===== config.mk =====
export PLATFORM = sky130hd
export DESIGN_NAME = vga_timing
export DESIGN_NICKNAME = d
export VERILOG_FILES = /design/src/rtl/vga_timing.sv
export SDC_FILE = /design/constraint.sdc
export NUM_CORES = 1
export LEC_CHECK = 0
export CAP_MARGIN = 25
export CORE_MARGIN = 2
export CORE_UTILIZATION = 30
export CTS_CLUSTER_SIZE = 12
export DETAILED_ROUTE_END_ITERATION = 16
export SETUP_SLACK_MARGIN = 0.1
export SYNTH_ARGS = -nofsm -noshare
export SYNTH_HDL_FRONTEND = slang
export SYNTH_SLANG_ARGS = --single-unit

===== constraint.sdc =====
create_clock -name clk -period 1.85 [get_ports clk]
set_clock_uncertainty 0.05 [all_clocks]
set_input_delay 0.37 -clock clk [delete_from_list [all_inputs] [get_ports clk]]
set_output_delay 0.37 -clock clk [all_outputs]
set_load 0.02 [all_outputs]

===== src/rtl/vga_timing.sv =====
`timescale 1ns/1ps
// vga_timing: raster counters, sync/DE generation and pin-registered VGA output.
// Sync/DE travel through a PIPE_DELAY-deep shift so they meet frame_buffer pixels.
module vga_timing #(
    parameter int H_ACTIVE   = 800,
    parameter int H_FP       = 40,
    parameter int H_SYNC     = 128,
    parameter int H_BP       = 88,
    parameter int V_ACTIVE   = 480,
    parameter int V_FP       = 13,
    parameter int V_SYNC     = 3,
    parameter int V_BP       = 29,
    parameter bit HS_POL     = 1'b0,
    parameter bit VS_POL     = 1'b0,
    parameter int PIPE_DELAY = 2,
    parameter int COLOR_BITS = 4
) (
    input  logic                  clk,
    input  logic                  rst_n,
    input  logic [2:0]            pixel_in,
    output logic [10:0]           vga_h,
    output logic [10:0]           vga_v,
    output logic                  vga_hs,
    output logic                  vga_vs,
    output logic                  vga_de,
    output logic [COLOR_BITS-1:0] vga_r,
    output logic [COLOR_BITS-1:0] vga_g,
    output logic [COLOR_BITS-1:0] vga_b,
    output logic                  frame_start,
    output logic                  vblank
);

    localparam int H_TOTAL = H_ACTIVE + H_FP + H_SYNC + H_BP;
    localparam int V_TOTAL = V_ACTIVE + V_FP + V_SYNC + V_BP;

    localparam logic [10:0] H_MAX    = 11'(H_TOTAL - 1);
    localparam logic [10:0] V_MAX    = 11'(V_TOTAL - 1);
    localparam logic [10:0] H_ACT    = 11'(H_ACTIVE);
    localparam logic [10:0] V_ACT    = 11'(V_ACTIVE);
    localparam logic [10:0] HS_START = 11'(H_ACTIVE + H_FP);
    localparam logic [10:0] HS_END   = 11'(H_ACTIVE + H_FP + H_SYNC);
    localparam logic [10:0] VS_START = 11'(V_ACTIVE + V_FP);
    localparam logic [10:0] VS_END   = 11'(V_ACTIVE + V_FP + V_SYNC);

    // run_q is the release stage: the first clock after reset presents (0,0)
    // and raises frame_start before the raster starts counting.
    logic                  run_q,  run_d;
    logic [10:0]           h_q,    h_d;
    logic [10:0]           v_q,    v_d;
    logic [PIPE_DELAY-1:0] hs_pipe_q, hs_pipe_d;
    logic [PIPE_DELAY-1:0] vs_pipe_q, vs_pipe_d;
    logic [PIPE_DELAY-1:0] de_pipe_q, de_pipe_d;
    logic                  hs_pin_q, hs_pin_d;
    logic                  vs_pin_q, vs_pin_d;
    logic                  de_pin_q, de_pin_d;
    logic [COLOR_BITS-1:0] r_pin_q,  r_pin_d;
    logic [COLOR_BITS-1:0] g_pin_q,  g_pin_d;
    logic [COLOR_BITS-1:0] b_pin_q,  b_pin_d;
    logic                  fs_q,     fs_d;

    logic hs_raw, vs_raw, de_raw, de_dly;

    always_comb begin
        // NOTE: every always_comb output gets a default first so no latch is inferred.
        run_d = 1'b1;
        h_d   = h_q;
        v_d   = v_q;
        if (run_q) begin
            if (h_q == H_MAX) begin
                h_d = 11'd0;
                v_d = (v_q == V_MAX) ? 11'd0 : v_q + 11'd1;
            end else begin
                h_d = h_q + 11'd1;
            end
        end
        fs_d = (h_d == 11'd0) && (v_d == 11'd0);
    end

    always_comb begin
        de_raw = (h_q < H_ACT) && (v_q < V_ACT);
        hs_raw = ((h_q >= HS_START) && (h_q < HS_END)) ? HS_POL : ~HS_POL;
        vs_raw = ((v_q >= VS_START) && (v_q < VS_END)) ? VS_POL : ~VS_POL;

        hs_pipe_d = hs_pipe_q;
        vs_pipe_d = vs_pipe_q;
        de_pipe_d = de_pipe_q;
        if (run_q) begin
            hs_pipe_d[0] = hs_raw;
            vs_pipe_d[0] = vs_raw;
            de_pipe_d[0] = de_raw;
            for (int i = 1; i < PIPE_DELAY; i++) begin
                hs_pipe_d[i] = hs_pipe_q[i-1];
                vs_pipe_d[i] = vs_pipe_q[i-1];
                de_pipe_d[i] = de_pipe_q[i-1];
            end
        end
    end

    // Colour is blanked by the delayed DE, which lines up with pixel_in.
    always_comb begin
        de_dly   = de_pipe_q[PIPE_DELAY-1];
        hs_pin_d = hs_pipe_q[PIPE_DELAY-1];
        vs_pin_d = vs_pipe_q[PIPE_DELAY-1];
        de_pin_d = de_dly;
        r_pin_d  = {COLOR_BITS{pixel_in[2] & de_dly}};
        g_pin_d  = {COLOR_BITS{pixel_in[1] & de_dly}};
        b_pin_d  = {COLOR_BITS{pixel_in[0] & de_dly}};
    end

    // NOTE: sequential state uses non-blocking assignments so every flop samples
    // pre-edge values regardless of statement order.
    always_ff @(posedge clk or negedge rst_n) begin
        if (!rst_n) begin
            run_q     <= 1'b0;
            h_q       <= 11'd0;
            v_q       <= 11'd0;
            hs_pipe_q <= {PIPE_DELAY{~HS_POL}};
            vs_pipe_q <= {PIPE_DELAY{~VS_POL}};
            de_pipe_q <= '0;
            hs_pin_q  <= ~HS_POL;
            vs_pin_q  <= ~VS_POL;
            de_pin_q  <= 1'b0;
            r_pin_q   <= '0;
            g_pin_q   <= '0;
            b_pin_q   <= '0;
            fs_q      <= 1'b0;
        end else begin
            run_q     <= run_d;
            h_q       <= h_d;
            v_q       <= v_d;
            hs_pipe_q <= hs_pipe_d;
            vs_pipe_q <= vs_pipe_d;
            de_pipe_q <= de_pipe_d;
            hs_pin_q  <= hs_pin_d;
            vs_pin_q  <= vs_pin_d;
            de_pin_q  <= de_pin_d;
            r_pin_q   <= r_pin_d;
            g_pin_q   <= g_pin_d;
            b_pin_q   <= b_pin_d;
            fs_q      <= fs_d;
        end
    end

    assign vga_h       = h_q;
    assign vga_v       = v_q;
    assign vga_hs      = hs_pin_q;
    assign vga_vs      = vs_pin_q;
    assign vga_de      = de_pin_q;
    assign vga_r       = r_pin_q;
    assign vga_g       = g_pin_q;
    assign vga_b       = b_pin_q;
    assign frame_start = fs_q;
    assign vblank      = (v_q >= V_ACT);

endmodule


==> results of run 1 <==
worst max path at each step:
stage / endpoint / slack, ns / depth (start not counted)
detailed placement: frame_start / -0.25 / 6
global placement: frame_start / -0.17 / 8
finish: frame_start / -0.26 / 8
global route: frame_start / -0.35 / 8
CTS: frame_start / -0.20 / 7
floorplan: frame_start / -0.16 / 8
stage by stage:
stage	instance area [sq um]	instances	power [mW]	util (%)
6_report	3050	381	2.52	45.3
5_1_grt	3050	381	2.68	45.3
4_1_cts	2940	378	2.55	43.7
3_5_place_dp	2860	369	1.99	42.5
3_3_place_gp	2860	369	1.97	42.5
2_1_floorplan	2070	214	1.56	-
power by group through the flow:
stage	combinational (mW)	clock [mW]	sequential [mW]
after detailed placement	1.01	0	0.973
after global routing	1.06	0.644	0.975
final	0.969	0.591	0.957
after CTS	0.972	0.619	0.958
after global placement	1.00	0	0.969
after floorplan	0.443	0	1.11
final cells by class:
class	count	area (sq um)	area share [%]
Sequential cell	36	915	30.0
Multi-Input combinational cell	147	1030	33.8
Clock buffer	6	82.6	2.71
Inverter	9	33.8	1.11
Timing Repair Buffer	101	875	28.7
Tap cell	80	100	3.29
Clock inverter	2	10.0	0.329
cell families (layout without fill, tap and decap cells):
| logic type | count (synthesis) | count (layout) | share of synthesized area, % |
|---|---|---|---|
| muxes | 5 | 5 | 2.63 |
| DFF | 36 | 36 | 44.3 |
| other | 1 | 1 | 0.183 |
| adders and majority gates | 5 | 5 | 3.05 |
| xor gates and xnor gates | 18 | 18 | 7.69 |
| AOI/OAI and AO/OA | 37 | 37 | 12.3 |
| and+or+nand+nor | 81 | 81 | 21.3 |
| buffers and inverters | 31 | 118 | 8.55 |
layout by cell type, fill, tap and decap left out, drive strengths merged, types with 3 or more instances in the layout:
cell	instances
a21oi	6
and2	3
and3	6
buf	59
clkbuf	6
clkdlybuf4s50	11
dfrtp	30
dfstp	6
dlygate4sd2	24
dlymetal6s2s	6
ha	5
inv	9
mux2	3
nand2	18
nand3	13
nand4	7
nor2	13
nor3	8
nor4	5
o21ai	12
o31ai	4
or3	3
xnor2	13
xor2	5
repair_timing:
action | in CTS | in global routing
hold buffers | 1 | 0
endpoints found under the hold margin | 13 | 0
pin swaps | 3 | 12
setup endpoints to repair | 30 | 20
buffers inserted | 0 | 4
gates cloned | 0 | 0
gates resized for setup | 32 | 26
state kept, by name (all words and copies together) (netlist names):
| name | flops |
|---|---|
| vga_de | 1 |
| vga_b | 1 |
| vga_hs | 1 |
| run_q | 1 |
| vga_r | 1 |
| vga_v | 11 |
| vga_vs | 1 |
| vs_pipe_q | 2 |
| hs_pipe_q | 2 |
| vga_g | 1 |
| frame_start | 1 |
| vga_h | 11 |
| de_pipe_q | 2 |
critical path, cell delays in order, from the launching register on:
cell and delay (ns):
dfrtp_2 0.43, nor4_4 0.40, nand4_4 0.18, buf_4 0.18, buf_4 0.13, nor3_1 0.16
a21oi_1 0.09, o22ai_1 0.17, and4_1 0.24
routing by layer:
| layer | routed length, um | vias to the layer above | track usage, % |
|---|---|---|---|
| li1 | - | 915 | - |
| met1 | 2460 | 899 | 19.1 |
| met2 | 2480 | 36 | 23.6 |
| met3 | 151 | 9 | 2.57 |
| met4 | 97 | 0 | 6.82 |
| met5 | 0 | - | 0 |
==> results.json, run 1 <==
{
  "r2r_slack_ns": -0.26,
  "tritoncts": "built",
  "min_path_type": "reg2reg",
  "cts_root_buffer": "clkbuf_8",
  "rows": 30,
  "cp_data_arrival_time_ns": 2.28,
  "fp.dieW_um": 86.7,
  "synth_top_cell_by_area": "dfrtp_1",
  "htreeDepth": 2,
  "violations": "setup timing",
  "ys_types": 46,
  "overflow": 0,
  "seqPwrFrac_pct": 38.0,
  "synth_seq_area_share_pct": 44.3,
  "dpl.hpwl_mm": 3.90,
  "clkPwrFrac_pct": 23.5,
  "critical_path_class": "reg2reg",
  "worstSkewPairLatency_ns": 0.29,
  "synth-warning-count": 0,
  "start_kind": "flip-flop",
  "drc": 0,
  "setup_slack_ns": -0.258,
  "syn_avg_cell_area_sq_um": 9.58,
  "synth_most_common_cell": "dfrtp_1",
  "swShare_pct": 35.9,
  "die_h_um": 86.7,
  "core_area_sq_um": 6720,
  "post-route-period-util_pct": 114,
  "whs_ns": 0.309,
  "synth_area_leaders": "dfrtp_1 37%, dfstp_2 7.7%, xnor2_1 5.6%",
  "crit_start": "vga_h[7]",
  "worstHoldPathCells": 0,
  "numPortBuffers": 43,
  "synthTopCellsByCount": "30 x dfrtp_1, 18 x nand2_1, 13 x nand3_1, 13 x xnor2_1, 12 x nor2_1",
  "synth_fp_nets": 224,
  "cts_made_buffers": 5,
  "min-delay-start": "vs_pipe_q[1]",
  "reg2reg_depth": 8,
  "leakage_nw": 1.52,
  "grt_pass1_wl_mm": 8.76,
  "final_nets": 310,
  "setup_violations": 1,
  "ant_nets": 0,
  "synth-edff-count": 0,
  "power_report.internal_total_mw": 1.61,
  "grt_max_degree": 24,
  "synth_top_area_share_pct": 36.6,
  "cp_max_fo": 4,
  "grt_pass1_vias": 1901,
  "syn_area_sq_um": 2050,
  "async_flop_share_pct": 100,
  "io_pins": 44,
  "dr_total_vias": 1859,
  "routed_wl_mm": 5.19,
  "dieArea_sq_um": 7510,
  "hold_violations": 0,
  "antenna_found_initial": 0,
  "p_sw_mw": 0.904,
  "worstReg2RegEnd": "frame_start",
  "drt_iter0_drc": 92,
  "start_util_pct": 30.5,
  "path_clk_slew_ns": 0.08,
  "synthFlopType": "dfrtp_1",
  "powerDensity_nw_per_um2": 826,
  "track_usage_pct": 14.7,
  "final_max_slew_viol_count": 0,
  "synth_seq_cells": 36,
  "clockBufferDepth": 2,
  "worst_r2r_startpoint": "vga_h[7]",
  "grt_setup_unrepaired": "true",
  "max_freq_mhz": 474,
  "diodes": 0,
  "status": "finished, violations left",
  "min_to": "vga_vs",
  "dp_slack_ns": -0.254,
  "ir_drop_mv": 0.584,
  "postSynthCellCount": 214,
  "area_growth_pct": 48.7,
  "cts.sinks": 36,
  "cp_data_required_time_ns": 2.02,
  "max_cap_violations": 0,
  "finalSetupTns_ns": -0.258,
  "drive_above_1_share_pct": 32.6,
  "p_comb_share_pct": 38.5,
  "endpoint_kind": "flip-flop",
  "drt_pre_antenna_iters": 4,
  "place_congestion": 0.841,
  "vias_per_cell": 4.88,
  "fillers": 646,
  "finalWorstPathRequiredPeriod_ns": 2.11,
  "wire_per_inst_um": 13.6
}
(Power assumes the default switching activity.)
==> inputs of run 2 (changes only) <==
Settings changed: HOLD_SLACK_MARGIN set to 0.06, TNS_END_PERCENT set to 100.
==> results of run 2 <==
Final layout, timing and power as in run 1 (identical DEF).
